==> src/rtl/fetch_unit_if.sv <==
// Fetch-stage bus bundle: instruction-memory handshake plus the F/D pipeline register.
// The fetch unit drives the master side. Memory and decode sit on the slave side.
interface fetch_unit_if;
  logic        IMEM_REQ;
  logic [31:0] IMEM_ADDR;
  logic        IMEM_VALID;
  logic [31:0] IMEM_RDATA;
  logic [31:0] D_INSTR;
  logic [31:0] D_PC;
  logic [31:0] D_PC4;
  logic        D_VALID;

  modport master (
    output IMEM_REQ, IMEM_ADDR, D_INSTR, D_PC, D_PC4, D_VALID,
    input  IMEM_VALID, IMEM_RDATA
  );

  modport slave (
    input  IMEM_REQ, IMEM_ADDR, D_INSTR, D_PC, D_PC4, D_VALID,
    output IMEM_VALID, IMEM_RDATA
  );
endinterface

==> src/rtl/fetch_unit.sv <==
// Instruction-fetch stage: owns the PC, a single outstanding imem request and a
// one-entry hold buffer, and loads the F/D register under hazard-unit stall/flush.
module fetch_unit #(
  parameter logic [31:0] RESET_PC  = 32'h0000_0000,
  parameter logic [31:0] NOP_INSTR = 32'h0000_0013
) (
  input  logic        CLK,
  input  logic        RST_N,
  input  logic        STALL,
  input  logic        FLUSH,
  input  logic [31:0] REDIRECT_PC,
  fetch_unit_if.master bus
);

  typedef enum logic [1:0] {S_IDLE, S_WAIT, S_DROP} state_t;

  state_t      state, state_n;
  logic [31:0] f_pc, f_pc_n;
  logic [31:0] buf_instr, buf_instr_n;
  logic        buf_valid, buf_valid_n;
  logic        fd_load, fd_bubble;
  logic [31:0] fd_instr_n;
  logic        req;
  logic [31:0] req_addr;
  logic        flush_eff;
  logic [31:0] pc_plus4;
  logic [31:0] d_instr, d_pc, d_pc4;
  logic        d_valid;

  assign flush_eff = FLUSH & ~STALL;
  assign pc_plus4  = f_pc + 32'd4;

  always_ff @(posedge CLK or negedge RST_N) begin
    if (!RST_N) begin
      state     <= S_IDLE;
      f_pc      <= RESET_PC;
      buf_instr <= NOP_INSTR;
      buf_valid <= 1'b0;
      d_instr   <= NOP_INSTR;
      d_pc      <= 32'd0;
      d_pc4     <= 32'd0;
      d_valid   <= 1'b0;
    end else begin
      state     <= state_n;
      f_pc      <= f_pc_n;
      buf_instr <= buf_instr_n;
      buf_valid <= buf_valid_n;
      if (fd_load) begin
        d_instr <= fd_instr_n;
        d_pc    <= f_pc;
        d_pc4   <= pc_plus4;
        d_valid <= 1'b1;
      end else if (fd_bubble) begin
        d_instr <= NOP_INSTR;
        d_valid <= 1'b0;
      end
    end
  end

  // A flush outranks every state action. A stall only freezes F/D and the PC, so new requests may still go out.
  always_comb begin
    state_n     = state;
    f_pc_n      = f_pc;
    buf_instr_n = buf_instr;
    buf_valid_n = buf_valid;
    fd_load     = 1'b0;
    fd_bubble   = 1'b0;
    fd_instr_n  = bus.IMEM_RDATA;
    req         = 1'b0;
    req_addr    = f_pc;
    if (flush_eff) begin
      f_pc_n      = {REDIRECT_PC[31:2], 2'b00};
      buf_valid_n = 1'b0;
      fd_bubble   = 1'b1;
      state_n     = (state == S_WAIT && !bus.IMEM_VALID) ? S_DROP : S_IDLE;
    end else begin
      unique case (state)
        S_IDLE: begin
          if (!buf_valid) begin
            req       = 1'b1;
            state_n   = S_WAIT;
            fd_bubble = ~STALL;
          end else if (!STALL) begin
            fd_load     = 1'b1;
            fd_instr_n  = buf_instr;
            f_pc_n      = pc_plus4;
            buf_valid_n = 1'b0;
            req         = 1'b1;
            req_addr    = pc_plus4;
            state_n     = S_WAIT;
          end
        end
        S_WAIT: begin
          if (bus.IMEM_VALID) begin
            if (!STALL) begin
              fd_load  = 1'b1;
              f_pc_n   = pc_plus4;
              req      = 1'b1;
              req_addr = pc_plus4;
            end else begin
              buf_instr_n = bus.IMEM_RDATA;
              buf_valid_n = 1'b1;
              state_n     = S_IDLE;
            end
          end else begin
            fd_bubble = ~STALL;
          end
        end
        S_DROP: begin
          if (bus.IMEM_VALID) begin
            req     = 1'b1;
            state_n = S_WAIT;
          end
          fd_bubble = ~STALL;
        end
        default: state_n = S_IDLE;
      endcase
    end
  end

  assign bus.IMEM_REQ  = req & RST_N;
  assign bus.IMEM_ADDR = {req_addr[31:2], 2'b00};
  assign bus.D_INSTR   = d_instr;
  assign bus.D_PC      = d_pc;
  assign bus.D_PC4     = d_pc4;
  assign bus.D_VALID   = d_valid;

endmodule

==> src/flat_wrapper.sv <==
// flat-port wrapper written by rule: the top's interface ports become plain ports
module fetch_unit_flat 
#(
  parameter logic [31:0] RESET_PC  = 32'h0000_0000,
  parameter logic [31:0] NOP_INSTR = 32'h0000_0013
)
  (CLK, RST_N, STALL, FLUSH, REDIRECT_PC, bus_IMEM_REQ, bus_IMEM_ADDR, bus_D_INSTR, bus_D_PC, bus_D_PC4, bus_D_VALID, bus_IMEM_VALID, bus_IMEM_RDATA);
  fetch_unit_if bus_i ();
  input  logic CLK;
  input  logic RST_N;
  input  logic STALL;
  input  logic FLUSH;
  input  logic [31:0] REDIRECT_PC;
  output wire logic [$bits(bus_i.IMEM_REQ)-1:0] bus_IMEM_REQ;
  output wire logic [$bits(bus_i.IMEM_ADDR)-1:0] bus_IMEM_ADDR;
  output wire logic [$bits(bus_i.D_INSTR)-1:0] bus_D_INSTR;
  output wire logic [$bits(bus_i.D_PC)-1:0] bus_D_PC;
  output wire logic [$bits(bus_i.D_PC4)-1:0] bus_D_PC4;
  output wire logic [$bits(bus_i.D_VALID)-1:0] bus_D_VALID;
  input wire logic [$bits(bus_i.IMEM_VALID)-1:0] bus_IMEM_VALID;
  input wire logic [$bits(bus_i.IMEM_RDATA)-1:0] bus_IMEM_RDATA;
  assign bus_IMEM_REQ = bus_i.IMEM_REQ;
  assign bus_IMEM_ADDR = bus_i.IMEM_ADDR;
  assign bus_D_INSTR = bus_i.D_INSTR;
  assign bus_D_PC = bus_i.D_PC;
  assign bus_D_PC4 = bus_i.D_PC4;
  assign bus_D_VALID = bus_i.D_VALID;
  assign bus_i.IMEM_VALID = bus_IMEM_VALID;
  assign bus_i.IMEM_RDATA = bus_IMEM_RDATA;
  fetch_unit #(.RESET_PC(RESET_PC), .NOP_INSTR(NOP_INSTR)) u_core (.CLK(CLK), .RST_N(RST_N), .STALL(STALL), .FLUSH(FLUSH), .REDIRECT_PC(REDIRECT_PC), .bus(bus_i));
endmodule
==> config.mk <==
export PLATFORM = sky130hd
export DESIGN_NAME = fetch_unit_flat
export DESIGN_NICKNAME = d
export VERILOG_FILES = /design/src/rtl/fetch_unit_if.sv /design/src/rtl/fetch_unit.sv /design/src/flat_wrapper.sv
export SDC_FILE = /design/constraint.sdc
export NUM_CORES = 1
export LEC_CHECK = 0
export CAP_MARGIN = 15
export CORE_MARGIN = 3
export CORE_UTILIZATION = 45
export DETAILED_ROUTE_END_ITERATION = 6
export GPL_TIMING_DRIVEN = 1
export PLACE_DENSITY = 0.77
export SKIP_LAST_GASP = 1
export SLEW_MARGIN = 40
export SYNTH_ARGS = -nofsm -noshare
export SYNTH_HDL_FRONTEND = slang
export SYNTH_SLANG_ARGS = --single-unit
==> constraint.sdc <==
create_clock -name CLK -period 2.26 [get_ports CLK]
set_clock_uncertainty 0.15 [all_clocks]
set_input_delay 0.452 -clock CLK [delete_from_list [all_inputs] [get_ports CLK]]
set_output_delay 0.452 -clock CLK [all_outputs]
set_load 0.005 [all_outputs]
; ---- Yosys cells after proc, flatten, opt, wreduce, memory -nomap -nowiden
; Cells that the tools add are included.
[classes]
n_eq_ne = 6
n_reduce_logical = 8
add_sub_neg = 1
bitwise_logic = 4
mux = 41
[ops]
columns = operator, n
row1 = 32-bit two-way mux, 11
row2 = 32-bit one-hot mux with 2 select lines, 1
row3 = 32-bit by 3-bit adder with 32-bit output (second input constant), 1
row4 = 1-bit two-way mux, 17
row5 = 2-bit two-way mux, 7
row6 = 3-bit by 2-bit inequality test with 1-bit output (second input constant), 3
row7 = 1-bit one-hot mux with 3 select lines, 2
row8 = 2-bit one-hot mux with 3 select lines, 1
row9 = 3-bit AND reduction, 2
row10 = 4-bit inequality test (second input constant), 1
row11 = 1-bit one-hot mux with 2 select lines, 2
row12 = 4-bit AND reduction, 1
row13 = 3-bit nonzero test, 1
row14 = 1-bit bitwise AND, 2
row15 = 2-bit by 1-bit == test with 1-bit output (second input constant), 1
row16 = 2-bit == test (second input constant), 1
row17 = 2-bit logical NOT, 1
row18 = 1-bit NOT, 2
row19 = 2-bit nonzero test, 1
row20 = 1-bit logical AND, 1
row21 = 1-bit logical NOT, 1
[word_totals]
regBits = 164
output_inout_bits = 130
elab_cells = 68

; ---- Depth between registers and ports, before layout
; Gate-level depths: netlist of the first run.
[logic_depth]
ltp_word = 6
depth_mapped = 8

; ---- Worst setup path after synthesis of the first run
; No wires, ideal clock.
[synth_timing]
path_type = input-to-output
startpoint = in STALL
endpoint = out bus_IMEM_ADDR[29]
t_arrival_ns = 1.793
path_slack_ns = -0.135
cell_stages = 6
path_cell_list = buf_4 -> nand2b_1 -> nand3_1 -> nor4_4 -> nand4_1 -> xnor2_1
[synth_between]
elab_chain_cells = 4
[synth_lines]
columns = element, line
row1 = start: declaration, flat_wrapper.sv:11  ; input logic STALL;
row2 = 32-bit two-way mux, "fetch_unit.sv:83, fetch_unit.sv:95"
row3 = "32-bit two-way mux, on equally long branches", --
row4 = 32-bit one-hot mux with 2 select lines, fetch_unit.sv:77  ; unique case (state)
row5 = 32-bit two-way mux *, fetch_unit.sv:71  ; if (flush_eff) begin
row6 = end: declaration, flat_wrapper.sv:15  ; output wire logic [$bits(bus_i.IMEM_ADDR)-1:0] bus_IMEM_ADDR;
; Mark *: on every way between the ends. The rest lies on a longest branch, timed or not.

; ---- Worst setup path after layout of the first run
[layout_timing]
startpoint = reg u_core.f_pc[16]
endpoint = out bus_IMEM_ADDR[24]
[layout_between]
elab_chain_cells = 5
[layout_lines]
columns = element, line
row1 = start: declaration, fetch_unit.sv:18  ; logic [31:0] f_pc, f_pc_n;
row2 = start signal: assignment, fetch_unit.sv:45  ; f_pc <= f_pc_n;
row3 = 32-bit by 3-bit adder with 32-bit output *, fetch_unit.sv:31  ; assign pc_plus4 = f_pc + 32'd4;
row4 = 32-bit two-way mux *, "fetch_unit.sv:83, fetch_unit.sv:95"
row5 = "32-bit two-way mux, on equally long branches", --
row6 = 32-bit one-hot mux with 2 select lines *, fetch_unit.sv:77
row7 = 32-bit two-way mux *, fetch_unit.sv:71
; Marks and branches as above.

==> flow_metrics.tcl, run 1 <==
set metrics [dict create \
    cts_root_buf "clkbuf_16" \
    grt_usage_pct 26.87 \
    synthFlopType "dfrtp_1" \
    r2r_setup_slack_ns -0.68 \
    tightest_slew_ns 0.5151 \
    n_fill_cell 1133 \
    drv_slew 0 \
    synth_area_leader_cell "dfrtp_1" \
    wl_um 27370 \
    post-route-cell-area_mm2 0.01244 \
    area_growth_pct 58.31 \
    synthTopCellsByCount "nand2_1 (208), dfrtp_1 (152), o21ai_0 (83), xnor2_1 (46), xor2_1 (37)" \
    start_kind "register" \
    yosysSeqAreaShare_pct 50.41 \
    post-place-cells 1292 \
    dr.pass1.iters 5 \
    drt_iter0_markers 599 \
    ios 199 \
    port_buffers 190 \
    core_area_mm2 0.01682 \
    cp.required_ns 1.66 \
    status "complete, but fails checks" \
    cts.htree.levels 4 \
    max_freq_mhz 322.5 \
    grt_pass1_vias 7752 \
    cts_buffer_depth 2 \
    worstPathArrival_ns 2.50 \
    ys_ff_latch 158 \
    slew-limit-headroom_pct 65.66 \
    clock_sinks 158 \
    syn-cell-area_mm2 0.007858 \
    gp_congestion 0.8786 \
    die_y_um 138.1 \
    p_leak_nw 5.596 \
    dp_slack_ns -0.8929 \
    fin_nets 1243 \
    finalCritPeriodShare_pct 137.2 \
    final_cells 1408 \
    synth_area_leaders "dfrtp_1 (48%), nand2_1 (9.9%), o21ai_0 (5.3%)" \
    rows 47 \
    endpoint_kind "primary output" \
    path_clk_slew_ns 0.06 \
    grt_pass1_wl_um 41190 \
    synth_edf_count 0 \
    die_area_mm2 0.01908 \
    vias 7653 \
    worst_slack_ns -0.8408 \
    grt_max_degree 159 \
    ys.warnings.count 0 \
    fin_crit_ns 3.101 \
    placement.cell_area_mm2 0.01075 \
    holdCritPathClass "register to register" \
    vias_per_cell 5.435 \
    drv_cap 0 \
    netlist_instances 826 \
    avgRoutedWirePerCell_um 19.44 \
    dp_hpwl_um 16580 \
    p_per_area_mw_per_mm2 800.9 \
    finalHoldViolations 0 \
    grt_overflow_total 0 \
    antenna_found_initial 2 \
    cts_tree "yes" \
    final_util_pct 73.96 \
    dieWidth_um 138.1 \
    critical_path_class "register to primary output" \
    ant_nets 0 \
    drc_errors 0 \
    post-synth-top-count-cell "nand2_1" \
    avgSynthCellArea_um2 9.513 \
    clk_latency_ns 0.42 \
    synth.distinct_cells 44 \
    numCtsBuffers 17 \
    rsz0062_at_grt "true" \
    layout-drive-gt1-share_pct 31.53 \
    netlist.area_leader.share_pct 48.41 \
    whs_ns 0.3229 \
    synthArstFlopShare_pct 100.0 \
    start_util_pct 46.72 \
    setup_viol 36 \
    violations "negative setup slack" \
    crit_path_max_fanout 3 \
    vdd_drop_max_v 0.0006093 \
]
==> cell usage in the layout (no fill, tap or decap), types with 5 or more instances in the layout <==
cell type	netlist	layout
a21oi_1	5	5
and2_1	6	5
and3_4	0	6
buf_12	0	6
buf_2	29	27
buf_4	14	157
buf_6	0	43
clkbuf_16	0	17
clkdlybuf4s50_1	0	160
conb_1	1	6
dfrtp_1	152	151
dfstp_2	6	6
mux2_2	33	32
mux2i_1	32	32
nand2_1	208	197
nand2_2	1	5
nand2_4	0	7
nand3_1	20	15
nand4_1	22	22
nor2_1	35	23
nor2_4	0	9
nor4_4	1	7
o21ai_0	83	80
o21ai_1	6	9
xnor2_1	46	42
xor2_1	37	36
==> worst paths after layout <==
kind / from / cells after the start / end
min: u_core.bus.D_PC[8] / 2 / u_core.bus.D_PC[8]
min reg2reg: u_core.bus.D_PC[8] / 2 / u_core.bus.D_PC[8]
max: u_core.f_pc[16] / 9 / bus_IMEM_ADDR[24]
min in group asynchronous: RST_N / 3 / u_core.f_pc[17]
max in group asynchronous: RST_N / 4 / u_core.bus.D_INSTR[21]
max reg2reg: u_core.f_pc[12] / 16 / u_core.bus.D_PC4[19]
==> report_power, final <==
part | switching [mW] | internal (mW)
registers | 0.387 | 3.47
clock network | 1.21 | 1.88
logic | 1.32 | 1.69
==> worst max-delay path: stages (launching register included) <==
cell and delay [ns]:
dfrtp_1 0.38, buf_6 0.11, nand3_4 0.10, buf_6 0.16
nor4_4 0.39, nand2_1 0.15, buf_4 0.16, or3_1 0.33
xnor2_1 0.15, buf_2 0.14
==> repair_timing <==
item	4_1_cts	5_1_grt
setup endpoints to repair	32	43
setup buffers	72	27
pin swaps	46	53
cloned	0	0
resized for setup	179	63
endpoints found under the hold margin	0	59
hold buffers	0	1
==> registers in the layout, indices dropped and copies added (netlist names) <==
signal / cells
u_core.buf_instr: 32
u_core.bus.D_INSTR: 32
u_core.bus.D_PC4: 30
u_core.bus.D_PC: 30
u_core.f_pc: 30
u_core.state: 2
u_core.buf_valid: 1
u_core.bus.D_VALID: 1
==> metrics by stage <==
step | TNS [ns] | total power [mW]
floorplan | -0.1084 | 4.922
global placement | -30.82 | 6.522
detailed placement | -33.52 | 6.626
CTS | -16.04 | 9.803
global route | -20.53 | 10.40
finish | -17.96 | 9.963
==> layer usage <==
metal	vias to the layer above	track usage [%]	routed length [um]
li1	3437	-	-
met1	3724	33.00	10500
met2	381	44.89	13570
met3	111	5.249	1809
met4	0	14.40	1490
met5	-	0	0
==> area by class of cell <==
type,count,area (um2),share of cell area (%)
multi-input cells,594,3959,31.82
clock inverters,13,187.7,1.509
well taps,220,275.3,2.213
flip-flops and latches,158,3963,31.85
clock buffers,19,442.9,3.561
repair buffers,398,3590,28.86
diodes,2,5.005,0.04023
inverters,4,17.52,0.1408
==> cell families after synthesis <==
family	count (synthesis)	share of synthesized area, %
compound gates	104	6.959
xor+xnor	83	9.252
fa+ha+maj	1	0.1592
buf+inv	79	4.904
flops	158	50.41
mux	65	8.806
other cells	1	0.04772
simple gates	335	19.46
No activity file was read; power rests on OpenSTA's default activity.
==> inputs of run 2 (changes only) <==
--- a/config.mk
+++ b/config.mk
@@ -9,7 +9,9 @@
 export CORE_MARGIN = 3
 export CORE_UTILIZATION = 45
 export DETAILED_ROUTE_END_ITERATION = 6
+export GPL_ROUTABILITY_DRIVEN = 0
 export GPL_TIMING_DRIVEN = 1
+export HOLD_SLACK_MARGIN = 0.08
 export PLACE_DENSITY = 0.77
 export SKIP_LAST_GASP = 1
 export SLEW_MARGIN = 40
==> results of run 2 <==
Final layout, timing and power as in run 1 (identical DEF).
